[src/rtl/seq_left_rot_pkg.sv]
// Shared shifter constants and state type for the multi-cycle left rotator.
// Imported by the interface, the step datapath and the top.
package seq_left_rot_pkg;

  localparam int ROT_WIDTH = 16;
  localparam int AMT_WIDTH = 4;
  localparam int BIG_STEP  = 4;

  typedef enum logic [1:0] {
    IDLE = 2'd0,
    ROT  = 2'd1,
    DONE = 2'd2
  } state_e;

  typedef logic [ROT_WIDTH-1:0] rot_word_t;
  typedef logic [AMT_WIDTH-1:0] rot_amt_t;

  // Number of rotate steps the sequencer spends on a given amount.
  function automatic int unsigned step_count(rot_amt_t amt);
    return int'(amt) / BIG_STEP + int'(amt) % BIG_STEP;
  endfunction

endpackage

[src/rtl/seq_left_rot_if.sv]
// Request/result bundle between a client (ALU or bench) and seq_left_rot.
// The client owns start/operand/amount; the rotator owns result and status.
interface seq_left_rot_if
  import seq_left_rot_pkg::*;
();

  logic      start;
  rot_word_t RL_In;
  rot_amt_t  RL_Amt;
  rot_word_t RL_Out;
  logic      busy;
  logic      done;

  modport master (
    output start,
    output RL_In,
    output RL_Amt,
    input  RL_Out,
    input  busy,
    input  done
  );

  modport slave (
    input  start,
    input  RL_In,
    input  RL_Amt,
    output RL_Out,
    output busy,
    output done
  );

endinterface

[src/rtl/seq_left_rot_step.sv]
// Combinational single step of the left rotator.
// sel_big picks a rotate-left by BIG_STEP, otherwise rotate-left by one.
module rot_left_step
  import seq_left_rot_pkg::*;
#(
  parameter int W = ROT_WIDTH
) (
  input  logic [W-1:0] din,
  input  logic         sel_big,
  output logic [W-1:0] dout
);

  logic [W-1:0] rot_big;
  logic [W-1:0] rot_one;

  assign rot_big = {din[W-BIG_STEP-1:0], din[W-1:W-BIG_STEP]};
  assign rot_one = {din[W-2:0], din[W-1]};

  assign dout = sel_big ? rot_big : rot_one;

endmodule

[src/rtl/seq_left_rot.sv]
// Multi-cycle 16-bit left rotator: 4 bits per cycle while >=4 remain,
// then 1 bit per cycle, with a one-cycle done pulse on completion.
module seq_left_rot
  import seq_left_rot_pkg::*;
#(
  parameter int WIDTH = ROT_WIDTH
) (
  input  logic           clk,
  input  logic           rst_n,
  seq_left_rot_if.slave  rl
);

  state_e           state;
  logic [WIDTH-1:0] work;
  rot_amt_t         rem;

  logic             sel_big;
  logic [WIDTH-1:0] step_out;
  rot_amt_t         rem_nxt;

  // Big step is legal only when at least BIG_STEP bits remain.
  assign sel_big = rem >= rot_amt_t'(BIG_STEP);
  assign rem_nxt = sel_big ? rem - rot_amt_t'(BIG_STEP)
                           : rem - rot_amt_t'(1);

  rot_left_step #(
    .W (WIDTH)
  ) u_step (
    .din     (work),
    .sel_big (sel_big),
    .dout    (step_out)
  );

  always_ff @(posedge clk or negedge rst_n) begin
    if (!rst_n) begin
      state <= IDLE;
      work  <= '0;
      rem   <= '0;
    end else begin
      unique case (state)
        IDLE: begin
          if (rl.start) begin
            work  <= rl.RL_In;
            rem   <= rl.RL_Amt;
            state <= (rl.RL_Amt != '0) ? ROT : DONE;
          end
        end
        ROT: begin
          work <= step_out;
          rem  <= rem_nxt;
          if (rem_nxt == '0)
            state <= DONE;
        end
        DONE: begin
          state <= IDLE;
        end
        default: begin
          state <= IDLE;
        end
      endcase
    end
  end

  assign rl.RL_Out = work;
  assign rl.busy   = (state == ROT);
  assign rl.done   = (state == DONE);

  a_busy_done_excl: assert property (
    @(posedge clk) disable iff (!rst_n)
    !(rl.busy && rl.done)
  );

  a_rot_has_work: assert property (
    @(posedge clk) disable iff (!rst_n)
    (state == ROT) |-> (rem != '0)
  );

  a_done_one_cycle: assert property (
    @(posedge clk) disable iff (!rst_n)
    (state == DONE) |=> (state == IDLE)
  );

endmodule

[src/flat_wrapper.sv]
// flat-port wrapper written by rule: the top's interface ports become plain ports
module seq_left_rot_flat import seq_left_rot_pkg::*;
#(
  parameter int WIDTH = ROT_WIDTH
)
  (clk, rst_n, rl_start, rl_RL_In, rl_RL_Amt, rl_RL_Out, rl_busy, rl_done);
  seq_left_rot_if rl_i ();
  input  logic clk;
  input  logic rst_n;
  input wire logic [$bits(rl_i.start)-1:0] rl_start;
  input wire logic [$bits(rl_i.RL_In)-1:0] rl_RL_In;
  input wire logic [$bits(rl_i.RL_Amt)-1:0] rl_RL_Amt;
  output wire logic [$bits(rl_i.RL_Out)-1:0] rl_RL_Out;
  output wire logic [$bits(rl_i.busy)-1:0] rl_busy;
  output wire logic [$bits(rl_i.done)-1:0] rl_done;
  assign rl_i.start = rl_start;
  assign rl_i.RL_In = rl_RL_In;
  assign rl_i.RL_Amt = rl_RL_Amt;
  assign rl_RL_Out = rl_i.RL_Out;
  assign rl_busy = rl_i.busy;
  assign rl_done = rl_i.done;
  seq_left_rot #(.WIDTH(WIDTH)) u_core (.clk(clk), .rst_n(rst_n), .rl(rl_i));
endmodule
[config.mk]
export PLATFORM = sky130hd
export DESIGN_NAME = seq_left_rot_flat
export DESIGN_NICKNAME = d
export VERILOG_FILES = /design/src/rtl/seq_left_rot_pkg.sv /design/src/rtl/seq_left_rot_if.sv /design/src/rtl/seq_left_rot_step.sv /design/src/rtl/seq_left_rot.sv /design/src/flat_wrapper.sv
export SDC_FILE = /design/constraint.sdc
export NUM_CORES = 1
export LEC_CHECK = 0
export ABC_AREA = 1
export CAP_MARGIN = 15
export CORE_MARGIN = 4
export CORE_UTILIZATION = 46
export CTS_CLUSTER_DIAMETER = 150
export DETAILED_ROUTE_END_ITERATION = 7
export MAX_ROUTING_LAYER = met4
export PLACE_DENSITY = 0.87
export SETUP_SLACK_MARGIN = 0.2
export SLEW_MARGIN = 20
export SYNTH_ARGS = -nofsm -noshare
export SYNTH_HDL_FRONTEND = slang
export SYNTH_SLANG_ARGS = --single-unit
[constraint.sdc]
create_clock -name clk -period 1.87 [get_ports clk]
set_clock_uncertainty 0.2 [all_clocks]
set_input_delay 0.187 -clock clk [delete_from_list [all_inputs] [get_ports clk]]
set_output_delay 0.187 -clock clk [all_outputs]
set_load 0.005 [all_outputs]
# Word-level counts from Yosys, hierarchy flattened
# Cells that the tools add are included.
# totals
reg_bits	22
inputBits	23
output_inout_bits	18
wordCells	26
# classes
add_sub_neg	2
magnitude_cmp	1
eq_ne	4
muxes	10
reduce_logical	6
# op_table
operator	n
16-bit 2-to-1 mux	2
16-bit case mux with 2 select lines	1
4-bit 2-to-1 mux	2
4-bit case mux with 2 select lines	1
2-bit 2-to-1 mux	3
4-bit by 3-bit >= comparator with 1-bit output (second input constant)	1
4-bit zero test	1
2-bit case mux with 2 select lines	1
2-bit AND reduction	2
4-bit nonzero test	1
4-bit by 1-bit subtractor with 4-bit output (second input constant)	1
4-bit by 3-bit subtractor with 4-bit output (second input constant)	1
2-bit by 1-bit == test with 1-bit output (second input constant)	1
2-bit == test (second input constant)	1
2-bit zero test	1
2-bit by 1-bit != test with 1-bit output (second input constant)	1
2-bit != test (second input constant)	1
2-bit nonzero test	1

# Longest topological paths before layout
# depth
word_depth	5
depth_mapped	11
depth_no_buf	10

# By module
# Synthesis repeated with hierarchy kept, for this count alone.
# hier_totals
hier_cells	201
hier_area_um2	1411.4
# modules_own_cells
mod	instances	cells_each	area_per_inst_um2	seq_area_each_um2
seq_left_rot	1	149	1127.3	550.5
rot_left_step	1	52	284.0	0.0

# Least setup slack after synthesis
# Ideal clock, no wire load.
# synth_timing
kind	flip-flop to flip-flop
from	register u_core.rem[2]
to	register u_core.work[13], in the netlist u_core.rl.RL_Out[13]
setup_ns	0.139
arrival_time_ns	1.221
required_time_ns	1.531
path_slack_ns	0.310
stages_incl_launch_ff	8
n_path_buf	2
synth_period_minus_slack_ns	1.560
path_cell_list	dfrtp_1 -> inv_1 -> ha_1 -> buf_4 -> clkbuf_1 -> nand2_1 -> o211ai_1 -> a22oi_1
# synth_between
elab_chain_cells	3
# synth_lines
element	line_no	text
from (decl)	seq_left_rot.sv:15	rot_amt_t rem;
from (signal assigned)	seq_left_rot.sv:44	rem <= rl.RL_Amt;
from (signal assigned)	seq_left_rot.sv:50	rem <= rem_nxt;
4-bit by 3-bit >= comparator with 1-bit output	seq_left_rot.sv:22	assign sel_big = rem >= rot_amt_t'(BIG_STEP);
16-bit 2-to-1 mux	seq_left_rot_step.sv:19	assign dout = sel_big ? rot_big : rot_one;
16-bit case mux with 2 select lines	seq_left_rot.sv:40	unique case (state)
to (signal assigned)	seq_left_rot.sv:43	work <= rl.RL_In;
to (signal assigned)	seq_left_rot.sv:49	work <= step_out;
to (decl)	seq_left_rot.sv:14	logic [WIDTH-1:0] work;
# Every way passes these cells.
# A chain may end at the register's enable or synchronous reset.

# Worst setup path in the final report
# layout_timing
from	register u_core.work[2], in the netlist u_core.rl.RL_Out[2]
to	output rl_RL_Out[2]
# layout_rtl
element	line_no	text
to (decl)	flat_wrapper.sv:13	output wire logic [$bits(rl_i.RL_Out)-1:0] rl_RL_Out;
# No word-level cell between the ends.

==> flow_summary.yaml <==
detailed_routing:
  drt_pass1_iterations: 4
  initialDrtViolationCount: 93
  drc: 0
  wire_per_inst_um: 14.31
  routed_via_density: 5.531
  via_count: 1405
  ant_nets: 0
  routed_wl_mm: 3.635
grt:
  grt_pass1_wl_mm: 5.333
  grt_pass1_vias: 1215
  grt_util_met1_pct: 25.32
  grt_max_degree: 23
  antenna_found_initial: 0
  grt.met3_usage_pct: 1.887
  grt_use_total_pct: 19.56
  met2_usage_pct: 31.99
  busiest_layer: "met2"
  globalRouteOverflowTotal: 0
timing:
  setup_violations: 0
  hold_viol_final: 15
  finalSetupTns_ns: 0
  slew_headroom_pct: 81.02
  min_period_ns: 1.642
  slew_viol_final: 0
  fmax_mhz: 609.0
  rsz0062_at_grt: "false"
  post-route-period-util_pct: 87.81
  whs_ns: -0.01571
  worstMarginPinSlew_ns: 0.2846
logic_synthesis:
  syn_nets: 194
  yosysTopAreaCellShare_pct: 41.75
  synth_edf_count: 0
  yosysSeqAreaShare_pct: 41.75
  yosys.cell_types.count: 19
  synth_commonest_cells: "nand2_1, inv_1, dfrtp_1"
  synth-warning-count: 0
  syn_area_um2: 1319
  synthTopCellsByArea: "dfrtp_1, nand2_1, a22oi_1"
  yosysTopAreaCell: "dfrtp_1"
  syn_area_per_cell_um2: 7.803
  synth_seq_cells: 22
  synthCells: 169
  synth.most_common_cell: "nand2_1"
  ys_async_sr_fraction_pct: 100.0
  ys.flop_type: "dfrtp_1"
cts:
  postCtsHoldBufs: 0
  cts_tree: "done"
  htreeDepth: 1
  numCtsBuffers: 3
  cts_buffer_depth: 2
  worstSkewPairLatency_ns: 0.32
  cts.sink_count: 22
  clk_pin_slew_ns: 0.14
  cts_root_buffer: "clkbuf_4"
flow_run:
  drv_cap: 0
pwr:
  power_per_cell_area_nw_per_um2: 1904
  cellLeakagePower_nw: 0.9393
  vdd_drop_max_v: 0.001264
cells_and_area:
  n_fill_cell: 222
  antenna_cells: 0
  drive_gt1_share_pct: 14.35
  multi_input_area_um2: 621.8
  regArea_um2: 550.5
  design_area_um2: 1939
  areaGrowthSynthToFinish_pct: 47.06
  fin_nets: 249
place:
  gp_congestion: 0.8951
  hpwl_mm: 2.529
  numPortBuffers: 40
  place_area_um2: 1749
worst_setup_path:
  crit_fanout: 3
  cp_top_family: "buffers and inverters"
  path_buf_inv: 1
  cp.depth: 1
  critPathRequiredTime_ns: 1.48
  worst-setup-path-type: "flip-flop to output port"
  cp_slowest_cell: "clkdlybuf4s50_1"
  path_cells: "clkdlybuf4s50_1"
  critPathArrivalTime_ns: 1.26
  worstSetupStartpointType: "flip-flop"
  critPathCaptureType: "output port"
  max_stage_delay_ns: 0.54
  rr_worst_depth: 5
min_path:
  hold_class: "input port to asynchronous set/reset pin"
status:
  status: "complete, but fails checks"
  violations: "hold timing"
die:
  io_pins: 41
  die_y_um: 61.55
  die_area_um2: 3788
  initial_core_util_pct: 47.82
  rows: 19
  core_region_area_um2: 2758
  die_width_um: 61.55
## registers in the layout (all words and copies together), names as in the netlist
register          count
u_core.rl.RL_Out     16
u_core.rem            4
u_core.state          2
## routing by layer
metal	vias up	share of wire (%)
met5	-	0
met4	0	1.2
met3	4	7.2
li1	684	-
met1	657	42
met2	60	50
## cell usage in the layout, fill, tap and decap left out, types with 2 or more instances in the layout
cell,n
nor2_1,10
inv_1,23
nand2_1,33
o211ai_1,16
nand3_1,4
a22oi_1,16
a21oi_1,19
clkbuf_4,3
dlymetal6s2s_1,5
inv_2,2
o22ai_1,3
clkdlybuf4s50_1,33
o21ai_0,3
buf_4,20
dfrtp_1,22
dlygate4sd2_1,2
## kinds of logic after synthesis
| kind of cell | Yosys count | share of synthesized area, % |
|---|---|---|
| AO/OA/AOI/OAI | 60 | 29.70 |
| buffers and inverters | 37 | 12.05 |
| AND/OR/NAND/NOR | 48 | 14.61 |
| flip-flops | 22 | 41.75 |
| adder cells (fa/ha/maj) | 2 | 1.897 |
## timing repair
action,in CTS,in global routing
setup endpoints to repair,3,17
pin swaps,1,2
cloned,0,0
gates resized for setup,2,13
setup buffers,3,11
## through the flow
step                setup WS [ns]  utilization [%]  instances  total power (W)  hold slack (ns)
global placement           0.2920            63.43        236         0.002966           0.3509
finish                     0.2280            70.33        254         0.003692         -0.01571
floorplan                  0.3100                -        169         0.002269          -0.3086
global route               0.1901            70.33        254         0.004013         0.007920
CTS                        0.2107            66.06        243         0.003448         0.004114
detailed placement         0.2652            63.43        236         0.003023           0.3672
## cell type report
type / instances / share of cell area (%)
clock buffers: 3 / 1.161
clock inverters: 1 / 1.548
inverters: 26 / 5.161
multi-input cells: 110 / 32.06
flip-flops and latches: 22 / 28.39
well taps: 31 / 2.000
repair buffers: 61 / 29.68
## final timing paths
path,startpoint,endpoint,slack [ns]
worst min-delay path,rst_n,u_core.rl.RL_Out[9],-0.02
worst max-delay path,u_core.rl.RL_Out[2],rl_RL_Out[2],0.23
min in group clk,rl_RL_In[0],u_core.rl.RL_Out[0],0.29
worst max register to register,u_core.state[0],u_core.rem[3],0.33
worst min register to register,u_core.rl.RL_Out[6],u_core.rl.RL_Out[6],0.40
max in group asynchronous,rst_n,u_core.rl.RL_Out[14],1.25
## report_power, final
group	total, W	internal [W]	switching, W
sequential	0.000924	0.000733	0.000191
combinational	0.00239	0.00118	0.00121
clock	0.000378	0.000217	0.000161
total	0.00369	0.00213	0.00157
Note: power is estimated with default switching activity, not from simulation.
